$ cat config.mk
export PLATFORM = sky130hd
export DESIGN_NAME = hamming74_rx_deser
export DESIGN_NICKNAME = d
export VERILOG_FILES = /design/src/rtl/hamming74_rx_deser.sv
export SDC_FILE = /design/constraint.sdc
export NUM_CORES = 1
export LEC_CHECK = 0
export CORE_ASPECT_RATIO = 1.2
export CORE_MARGIN = 1
export CORE_UTILIZATION = 31
export CTS_BUF_LIST = sky130_fd_sc_hd__clkbuf_4 sky130_fd_sc_hd__clkbuf_8 sky130_fd_sc_hd__clkbuf_16
export DETAILED_ROUTE_END_ITERATION = 10
export MAX_ROUTING_LAYER = met4
export PLACE_DENSITY = 0.61
export SYNTH_ARGS = -nofsm -noshare
export SYNTH_HDL_FRONTEND = slang
export SYNTH_SLANG_ARGS = --single-unit
$ cat constraint.sdc
create_clock -name clk -period 1.6 [get_ports clk]
set_input_delay 0.16 -clock clk [delete_from_list [all_inputs] [get_ports clk]]
set_output_delay 0.16 -clock clk [all_outputs]
set_load 0.1 [all_outputs]
$ cat src/rtl/hamming74_rx_deser.sv
// Serial receiver for framed Hamming(7,4) codewords: start 1, data LSB first, stop 0.
// Holds one codeword for a valid/ready consumer; flags bad stop bits and overruns.
module hamming74_rx_deser #(
  parameter int CW_WIDTH = 7,
  parameter int ERR_W    = 8
) (
  input  logic                clk,
  input  logic                rst,
  input  logic                rx_bit,
  input  logic                rx_en,
  output logic [CW_WIDTH-1:0] cw_data,
  output logic                cw_valid,
  input  logic                cw_ready,
  output logic                frame_err,
  output logic                overrun,
  output logic [ERR_W-1:0]    err_count
);
  // state  | meaning
  // IDLE   | line idle, waiting for a 1 start bit
  // DATA   | sampling codeword bit cnt
  // STOP   | expecting the 0 stop bit
  localparam logic [1:0] S_IDLE = 2'd0;
  localparam logic [1:0] S_DATA = 2'd1;
  localparam logic [1:0] S_STOP = 2'd2;

  localparam int CNT_W = (CW_WIDTH > 2) ? $clog2(CW_WIDTH) : 1;
  localparam logic [CNT_W-1:0] CNT_LAST = CNT_W'(CW_WIDTH - 1);
  localparam logic [ERR_W-1:0] ERR_MAX  = '1;

  logic [1:0]          state;
  logic [CNT_W-1:0]    cnt;
  logic [CW_WIDTH-1:0] sreg;

  logic stop_smp, good_stop, bad_stop, xfer, load, drop;

  assign stop_smp  = rx_en && (state == S_STOP);
  assign good_stop = stop_smp && !rx_bit;
  assign bad_stop  = stop_smp && rx_bit;
  assign xfer      = cw_valid && cw_ready;
  // A buffer being drained this cycle can take the new codeword directly.
  assign load      = good_stop && (!cw_valid || cw_ready);
  assign drop      = good_stop && cw_valid && !cw_ready;

  always_ff @(posedge clk or posedge rst) begin
    if (rst) begin
      state <= S_IDLE;
      cnt   <= '0;
      sreg  <= '0;
    end else if (rx_en) begin
      case (state)
        S_IDLE: begin
          if (rx_bit) begin
            state <= S_DATA;
            cnt   <= '0;
          end
        end
        S_DATA: begin
          sreg[cnt] <= rx_bit;
          if (cnt == CNT_LAST) state <= S_STOP;
          else                 cnt   <= cnt + CNT_W'(1);
        end
        S_STOP:  state <= S_IDLE;
        default: state <= S_IDLE;
      endcase
    end
  end

  always_ff @(posedge clk or posedge rst) begin
    if (rst) begin
      cw_data   <= '0;
      cw_valid  <= 1'b0;
      frame_err <= 1'b0;
      overrun   <= 1'b0;
      err_count <= '0;
    end else begin
      frame_err <= bad_stop;
      overrun   <= drop;
      if (load) begin
        cw_data  <= sreg;
        cw_valid <= 1'b1;
      end else if (xfer) begin
        cw_valid <= 1'b0;
      end
      if ((bad_stop || drop) && (err_count != ERR_MAX))
        err_count <= err_count + ERR_W'(1);
    end
  end
endmodule

**Yosys cells after proc, flatten, opt, wreduce, memory -nomap -nowiden**

Index checks and enable logic that the tools add are counted.

- Flip-flop bits (word level): 30
- Latch bits: 0
- Bits in writable memories: 0
- ROM bits: 0
- Output and inout bits: 18
- Word-level logic and storage cells: 50
- Memories: 0

- Add/subtract/negate cells: 2
- $mul: 0
- Div/mod/pow operators: 0
- Magnitude comparators: 2
- Equal/unequal tests: 7
- Shift-type cells: 0
- Multiplexer cells: 11
- Bitwise logic cells: 0
- Reductions and logical operators: 20

Operator list:

| operator | number |
|---|---|
| 1-bit logical AND | 9 |
| 8-bit by 1-bit adder with 8-bit output (second input constant) | 1 |
| 8-bit inequality test (second input constant) | 1 |
| 7-bit bitwise mux | 1 |
| 3-bit two-way mux | 2 |
| 2-bit inequality test (second input constant) | 3 |
| 3-bit case mux with 2 select lines | 1 |
| 3-bit by 4-bit less-than comparator with 1-bit output (second input constant) | 1 |
| 2-bit two-way mux | 2 |
| 2-bit case mux with 2 select lines | 1 |
| 4-bit AND reduction | 1 |
| 2-bit nonzero test | 2 |
| 3-bit by 1-bit adder with 3-bit output (second input constant) | 1 |
| 1-bit demux with 3-bit select | 1 |
| 3-bit equality test (second input constant) | 1 |
| 3-bit by 1-bit greater-or-equal comparator with 1-bit output (second input constant) | 1 |
| 1-bit zero test | 3 |
| 1-bit two-way mux | 3 |
| 3-bit AND reduction | 1 |
| 2-bit by 1-bit equality test with 1-bit output (second input constant) | 1 |
| 2-bit equality test (second input constant) | 1 |
| 2-bit zero test | 1 |
| 1-bit logical OR | 2 |
| 2-bit AND reduction | 1 |

**Depth between registers and ports, before layout**

Gate-level depths: netlist of the first run.

- Depth in word-level cells: 7
- Mapped depth: 6
- Depth with buffers taken out: 6

**Least setup slack after synthesis of the first run**

OpenSTA, ideal clock, no wires.

- Kind: register to register
- Start: reg err_count[0]
- End: reg err_count[1]
- Arrival time: 2173 ps
- Data required time: 1474 ps
- Path slack: -699 ps
- Stages on the path, launching flop included: 5
- Clock period less this slack: 2299 ps
- Path through: dfrtp_1 ha_1 nand4_1 o221ai_1 mux2_2

- Word-level cells in the longest chain between the ends: 2
- Elaborated cells on any way between the ends: 3
- Those cells by class: add/sub: 1; eq/ne: 1; reduce/logical: 1

Ends and longest elaborated chain:

| what | RTL line | RTL |
|---|---|---|
| from (decl) | 16 | `output logic [ERR_W-1:0] err_count` |
| from (signal assigned) | 85 | `err_count <= err_count + ERR_W'(1);` |
| parallel branches: the longest is 2 deep, another holds 8-bit by 1-bit adder with 8-bit output | - |  |

Several ways; the timed one is not identified.
A chain may end at the register's enable or synchronous reset.

**Worst setup path in the final report of the first run**

- Start: reg err_count[1]
- End: reg err_count[1]

Same word-level chain as after synthesis.

==> results by group, run 1 <==
Status
  • Status: finished clean

Critical path
  • Endpoint kind of the worst setup timing path: flop
  • Arrival @ worst endpoint: 1.69 ns
  • Crit start category: flop
  • Worst R2R Setup Slack: 0.07 ns
  • Capture point of the worst reg-to-reg path: err_count[1]
  • Critical path capture point: err_count[1]
  • Peak fanout along the critical path: 5
  • Beginning of the worst register-to-register path: err_count[1]
  • Worst Setup SP: err_count[1]
  • Req. time, crit path: 1.76 ns
  • Length in cells of the worst reg-to-reg path: 4
  • Crit path kind: reg2reg

Global route
  • Initial antenna violation count: 0
  • Number of global-route vias before repair: 981
  • Remaining global-route overflow: 0
  • First-pass GRT wire length: 4460 um
  • Total Routing Usage GR: 0.132
  • Maximum number of pins on one net before global-route repair: 31

Die
  • Boundary pin count: 23
  • Area of the core: 4260 sq um
  • Standard-cell row count: 26
  • Die Y-Extent: 75.1 um
  • Effective utilization at floorplan: 0.324
  • Die boundary width: 62.9 um
  • Die area: 4720 sq um

Logic synthesis
  • Post-Synthesis Mean Instance Area: 11.7 sq um
  • Post-synthesis sequential area ratio: 0.544
  • Syn_nets: 126
  • Synth area leaders: sky130_fd_sc_hd__dfrtp_1, sky130_fd_sc_hd__mux2_2, sky130_fd_sc_hd__nand4_1, sky130_fd_sc_hd__ha_1, sky130_fd_sc_hd__nand2_1
  • Synth Instances: 118
  • Summed instance area of the synthesized netlist: 1380 sq um
  • Post-synthesis register bit count: 30
  • Share of Yosys cell area claimed by the top area cell type: 0.544
  • Number of warnings printed during yosys synthesis: 0
  • Number of different library cells in the post-synthesis netlist: 30
  • Library cell with the largest summed area after synthesis: sky130_fd_sc_hd__dfrtp_1

Clock network
  • Maximum count of clock buffers along a single path: 2
  • Clock network latency to the later pin of the worst-skew pair: 0.28 ns
  • Buffers inserted by post-CTS timing repair: 0
  • Clock transition time at the flip-flop clock pins of the worst setup and hold paths: 0.06 ns
  • Number of cells upsized or downsized after cts: 0
  • Number of levels the H-tree was split into: 2
  • Clock buffers created by TritonCTS: 5
  • Clock root cell: sky130_fd_sc_hd__clkbuf_8
  • CTS tree: built
  • Number of buffers inserted for hold repair after clock tree synthesis: 0
  • Clk sinks: 30

STA
  • Maximum clock skew at final layout: 0.00437 ns
  • Final worst path period need: 1.53 ns
  • Post-route fraction of the period consumed by the critical path: 0.958
  • Maximum frequency from static timing analysis: 653 MHz
  • Final Hold Viols: 0
  • Worst Setup Slack, final: 0.0678 ns
  • Slew at the pin closest to its max-slew limit: 0.379 ns
  • Worst rel slew slack: 0.747
  • Final count of negative-setup-slack endpoints: 0
  • Unrepaired setup endpoints after global routing: false
  • Number of max-slew violations in the final report: 0
  • WHS: 0.264 ns
  • Setup TNS: 0 ns

Final layout
  • Finished Cell Area: 2020 sq um
  • Ratio of cells with drive above 1 in the final layout: 0.433
  • Area growth syn-to-layout: 46.1%
  • Antenna cell count: 0
  • Nets@finish: 157

Route
  • Final WL: 2590 um
  • # DRC: 0
  • Drt initial violations: 20
  • Per-cell routed wire length: 12.6 um
  • Drt via density: 4.68
  • Antenna-violating nets left: 0
  • Number of detailed-route iterations in the first pass: 4
  • Total number of vias: 965

Pwr
  • Power per cell area: 910 nW/um^2
  • Worst ir drop on vdd: 0.572 mV
  • LEAKAGE: 0.000886 uW
  • Total power: 1830 uW

Placed design
  • RD Place Congestion: 0.721
  • Final HPWL DP: 1940 um
  • Port Buf Inserts: 22
  • Area after DPL: 1920 sq um
  • Worst setup timing slack at the placement stage: -0.0742 ns

Hold path
  • Class of the most critical hold timing path: in2async

Run
  • Max Cap Viol: 0
==> worst max-delay path, stage by stage, from the launching register on <==
cell and delay, ns:
sky130_fd_sc_hd__dfrtp_4 0.47, sky130_fd_sc_hd__ha_4 0.16, sky130_fd_sc_hd__nand4_1 0.13, sky130_fd_sc_hd__o221ai_2 0.33, sky130_fd_sc_hd__mux2_4 0.33
==> cell type report <==
cell class	count	area (sq um)
repair buffers	28	445
well taps	56	70.1
clock inverters	1	5.00
multi-input cells	79	609
inverters	5	18.8
fillers	387	2250
clock buffers	7	90.1
flip-flops and latches	30	777
==> synth_stat cells <==
cell / number
sky130_fd_sc_hd__o31ai_1: 1
sky130_fd_sc_hd__o21ai_0: 3
sky130_fd_sc_hd__nand3b_1: 1
sky130_fd_sc_hd__a311oi_1: 1
sky130_fd_sc_hd__buf_2: 1
sky130_fd_sc_hd__ha_1: 3
sky130_fd_sc_hd__and3_2: 1
sky130_fd_sc_hd__nand2b_1: 3
sky130_fd_sc_hd__and4bb_2: 1
sky130_fd_sc_hd__and2_1: 1
sky130_fd_sc_hd__nand4_2: 1
sky130_fd_sc_hd__nand4_1: 7
sky130_fd_sc_hd__o2111ai_1: 1
sky130_fd_sc_hd__nand3_1: 5
sky130_fd_sc_hd__xor2_1: 3
sky130_fd_sc_hd__inv_1: 5
sky130_fd_sc_hd__a21oi_1: 2
sky130_fd_sc_hd__buf_6: 1
sky130_fd_sc_hd__nor4_1: 2
sky130_fd_sc_hd__dfrtp_1: 30
sky130_fd_sc_hd__clkbuf_1: 2
sky130_fd_sc_hd__xnor2_1: 1
sky130_fd_sc_hd__nor2_1: 9
sky130_fd_sc_hd__nor2b_1: 2
sky130_fd_sc_hd__o221ai_1: 1
sky130_fd_sc_hd__nand2_1: 9
sky130_fd_sc_hd__and3b_2: 1
sky130_fd_sc_hd__mux2_2: 18
sky130_fd_sc_hd__nand4b_1: 1
sky130_fd_sc_hd__o21a_1: 1
==> state kept, by name, indices dropped and copies added, names as in the netlist <==
name and flops:
cnt 3, cw_data 7, cw_valid 1, err_count 8
frame_err 1, overrun 1, sreg 7, state 2
==> kinds of logic after synthesis <==
kind of cell    share of synthesized area
compound gates                     0.0481
simple gates                        0.178
mux                                 0.147
fa+ha+maj                          0.0272
flops                               0.544
xor+xnor                           0.0254
buf+inv                            0.0308
==> cells in the final DEF, fill, tap and decap left out, drive strengths merged <==
master	netlist	layout
buf	2	24
nand2	9	9
a21oi	2	2
clkbuf	2	7
and3b	1	1
ha	3	3
inv	5	5
o31ai	1	1
clkinv	0	1
nand4	8	8
clkdlybuf4s50	0	4
nand3b	1	1
xnor2	1	1
nand2b	3	3
o2111ai	1	1
and2	1	1
a311oi	1	1
nand4b	1	1
nor4	2	2
nor2	9	9
xor2	3	3
nor2b	2	2
nand3	5	5
dfrtp	30	30
o21a	1	1
o221ai	1	1
and4bb	1	1
and3	1	1
mux2	18	18
o21ai	3	3
==> through the flow <==
stage	util	instances
after floorplan	-	118
after global placement	0.451	198
after detailed placement	0.451	198
after CTS	0.473	206
after global routing	0.473	206
final	0.473	206
==> worst min path at each step <==
stage,endpoint,slack [ns],cells after the start,from
2_1_floorplan,cnt[0],0.25,1,rst
3_3_place_gp,cw_data[1],0.49,1,sreg[1]
3_5_place_dp,cw_data[5],0.50,1,sreg[5]
4_1_cts,err_count[0],0.27,3,rst
5_1_grt,err_count[0],0.33,3,rst
6_report,err_count[0],0.26,3,rst
==> routing by layer <==
metal  GRT usage  vias to the layer above  part of all wire
met3      0.0303                        4             0.048
met4      0.0801                        0             0.011
met5           -                        -                 0
met1       0.136                      461              0.40
met2       0.232                       22              0.54
li1            -                      478                 -
==> where the power goes <==
| part | switching [uW] | total, uW | internal, uW |
|---|---|---|---|
| logic | 143 | 280 | 137 |
| clock network | 259 | 622 | 363 |
| registers | 81.3 | 933 | 852 |
Note: power is estimated with default switching activity, not from simulation.
==> run 2: changes to the inputs <==
Settings changed: CAP_MARGIN set to 20.
==> results of run 2 <==
The final DEF is identical to that of run 1; final timing and power are the same.
==> run 3: changes to the inputs <==
Settings changed: CAP_MARGIN 20 to unset, CORE_MARGIN 1 to 2, TNS_END_PERCENT set to 20.
==> results by group, run 3 (synthesis gave the netlist of run 1 again) <==
Pwr
  • LEAKAGE: 0.000904 uW (was 0.000886 uW)
  • Internal power: 1450 uW (was 1350 uW)
  • Sequential group share of total power: 0.473 (was 0.508)
  • Power per cell area: 961 nW/um^2 (was 910 nW/um^2)
  • Switching power: 516 uW (was 483 uW)
  • Net Sw Frac: 0.262 (was 0.263)
  • Portion of total power attributed to the clock network: 0.378 (was 0.339)
  • Worst ir drop on vdd: 0.432 mV (was 0.572 mV)
  • Comb pwr share: 0.150 (was 0.153)

Critical path
  • Crit path kind: reg2reg (unchanged)
  • Peak fanout along the critical path: 5 (unchanged)
  • Crit start category: flop (unchanged)
  • Req. time, crit path: 1.77 ns (was 1.76 ns)
  • Worst R2R Setup Slack: 0.09 ns (was 0.07 ns)
  • Capture point of the worst reg-to-reg path: err_count[1] (unchanged)
  • Beginning of the worst register-to-register path: err_count[1] (unchanged)
  • Endpoint kind of the worst setup timing path: flop (unchanged)
  • Worst Setup SP: err_count[1] (unchanged)
  • Length in cells of the worst reg-to-reg path: 4 (unchanged)
  • Critical path capture point: err_count[1] (unchanged)
  • Arrival @ worst endpoint: 1.68 ns (was 1.69 ns)

Clock network
  • Clock network latency to the later pin of the worst-skew pair: 0.28 ns (about the same)
  • Number of buffers inserted for hold repair after clock tree synthesis: 0 (unchanged)
  • Clock root cell: sky130_fd_sc_hd__clkbuf_8 (unchanged)
  • CTS tree: built (unchanged)
  • Clock transition time at the flip-flop clock pins of the worst setup and hold paths: 0.06 ns (about the same)
  • Clk sinks: 30 (unchanged)
  • Number of levels the H-tree was split into: 2 (unchanged)
  • Clock buffers created by TritonCTS: 5 (unchanged)
  • Maximum count of clock buffers along a single path: 2 (unchanged)

STA
  • Final worst path period need: 1.51 ns (was 1.53 ns)
  • Maximum frequency from static timing analysis: 660 MHz (was 653 MHz)
  • Post-route fraction of the period consumed by the critical path: 0.947 (was 0.958)
  • Slew at the pin closest to its max-slew limit: 0.383 ns (was 0.379 ns)
  • Unrepaired setup endpoints after global routing: false (unchanged)
  • Final count of negative-setup-slack endpoints: 0 (unchanged)
  • Maximum clock skew at final layout: 0.00240 ns (was 0.00437 ns)
  • Worst rel slew slack: 0.744 (was 0.747)
  • Final Hold Viols: 0 (unchanged)
  • Number of max-slew violations in the final report: 0 (unchanged)
  • Setup TNS: 0 ns (unchanged)

Die
  • Die Y-Extent: 77.1 um (was 75.1 um)
  • Boundary pin count: 23 (unchanged)
  • Area of the core: 4260 sq um (unchanged)
  • Standard-cell row count: 26 (unchanged)
  • Effective utilization at floorplan: 0.324 (unchanged)
  • Die boundary width: 64.9 um (was 62.9 um)
  • Die area: 5000 sq um (was 4720 sq um)

Final layout
  • Nets@finish: 159 (was 157)
  • Finished Cell Area: 2050 sq um (was 2020 sq um)
  • Largest register FFs: 8 (unchanged)
  • Biggest registers after layout: err_count x8, cw_data x7, sreg x7 (unchanged)
  • Most used cells in the layout excluding fill and tap cells: sky130_fd_sc_hd__dfrtp_1, sky130_fd_sc_hd__buf_12, sky130_fd_sc_hd__mux2_2 (unchanged)
  • Leading cell type in the layout, fill and taps excluded: sky130_fd_sc_hd__dfrtp_1 (unchanged)
  • Ratio of cells with drive above 1 in the final layout: 0.441 (was 0.433)
  • Register with the highest flop count: err_count (unchanged)
  • Fillers: 386 (was 387)
  • Antenna cell count: 0 (unchanged)
  • Number of cells in the finished layout apart from fillers: 208 (was 206)
  • Area growth syn-to-layout: 48.4% (was 46.1%)

Route
  • Drt via density: 5.00 (was 4.68)
  • Drt initial violations: 32 (was 20)
  • Number of detailed-route iterations in the first pass: 4 (unchanged)
  • Final WL: 2990 um (was 2590 um)
  • Per-cell routed wire length: 14.4 um (was 12.6 um)
  • # DRC: 0 (unchanged)
  • Antenna-violating nets left: 0 (unchanged)
  • Total number of vias: 1039 (was 965)

Global route
  • Number of global-route vias before repair: 1088 (was 981)
  • First-pass GRT wire length: 5110 um (was 4460 um)
  • Total Routing Usage GR: 0.136 (was 0.132)
  • Remaining global-route overflow: 0 (unchanged)
  • Initial antenna violation count: 0 (unchanged)
  • Maximum number of pins on one net before global-route repair: 31 (unchanged)

Placed design
  • Area after DPL: 1930 sq um (was 1920 sq um)
  • Cells after DPL: 200 (was 198)
  • Port Buf Inserts: 22 (unchanged)
  • RD Place Congestion: 0.832 (was 0.721)
  • Final HPWL DP: 2210 um (was 1940 um)

Status
  • Status: finished clean (unchanged)

Hold path
  • Class of the most critical hold timing path: in2async (unchanged)

Run
  • Max Cap Viol: 0 (unchanged)
-- run 3: cell count changes in the layout (fill, tap and decap cells not counted) --
| cell | change |
|---|---|
| sky130_fd_sc_hd__bufinv_16 | +1 |
| sky130_fd_sc_hd__o221ai_2 | -1 |
| sky130_fd_sc_hd__clkbuf_8 | -1 |
| sky130_fd_sc_hd__o221ai_4 | +1 |
| sky130_fd_sc_hd__dfrtp_2 | +3 |
| sky130_fd_sc_hd__clkbuf_4 | -1 |
| sky130_fd_sc_hd__dfrtp_4 | -3 |
| sky130_fd_sc_hd__buf_4 | +2 |
| sky130_fd_sc_hd__clkinv_2 | +1 |
-- run 3: worst max-delay path: stages, from the launching register on --
cell and delay, ns:
sky130_fd_sc_hd__dfrtp_4 0.47, sky130_fd_sc_hd__ha_4 0.17, sky130_fd_sc_hd__nand4_1 0.16, sky130_fd_sc_hd__o221ai_4 0.28, sky130_fd_sc_hd__mux2_4 0.33
-- run 3: power by group through the flow --
stage	Sequential [uW]	Clock (uW)	Combinational (uW)
4_1_cts	930	763	296
6_report	930	743	294
2_1_floorplan	952	0	180
3_5_place_dp	944	0	294
5_1_grt	946	798	323
3_3_place_gp	941	0	279
-- run 3: metrics by stage --
step / hold WS (ns) / power, uW / utilization / setup WS (ns)
CTS: 0.264 / 1990 / 0.478 / 0.0567
finish: 0.256 / 1970 / 0.481 / 0.0851
floorplan: 0.250 / 1130 / - / -0.0402
detailed placement: 0.496 / 1240 / 0.452 / -0.0938
global placement: 0.490 / 1220 / 0.452 / -0.0468
global route: 0.316 / 2070 / 0.481 / 0.0202
-- run 3: layer usage --
layer,track usage,routed length (um),up-vias
li1,-,-,486
met1,0.165,1270,515
met2,0.207,1510,32
met3,0.0352,162,6
met4,0.0723,44,0
met5,-,0,-
-- run 3: what timing repair did --
item                                    CTS  global route
gates resized for setup                   0             1
endpoints found under the setup margin    0             1
buffers inserted                          0             0
-- run 3: layout make-up --
cell class	count	area [sq um]	share of cell area
flip-flops and latches	30	769	0.376
multi-input cells	79	621	0.303
repair buffers	30	460	0.225
well taps	56	70.1	0.0342
clock buffers	5	68.8	0.0336
clock inverters	3	40.0	0.0195
inverters	5	18.8	0.00916
-- run 3: how the worst min path moves through the flow --
| stage | startpoint | to | slack, ns |
|---|---|---|---|
| floorplan | rst | cnt[0] | 0.25 |
| global placement | sreg[5] | cw_data[5] | 0.49 |
| detailed placement | sreg[0] | sreg[0] | 0.50 |
| CTS | rst | err_count[2] | 0.26 |
| global route | rst | err_count[2] | 0.32 |
| finish | rst | err_count[2] | 0.26 |
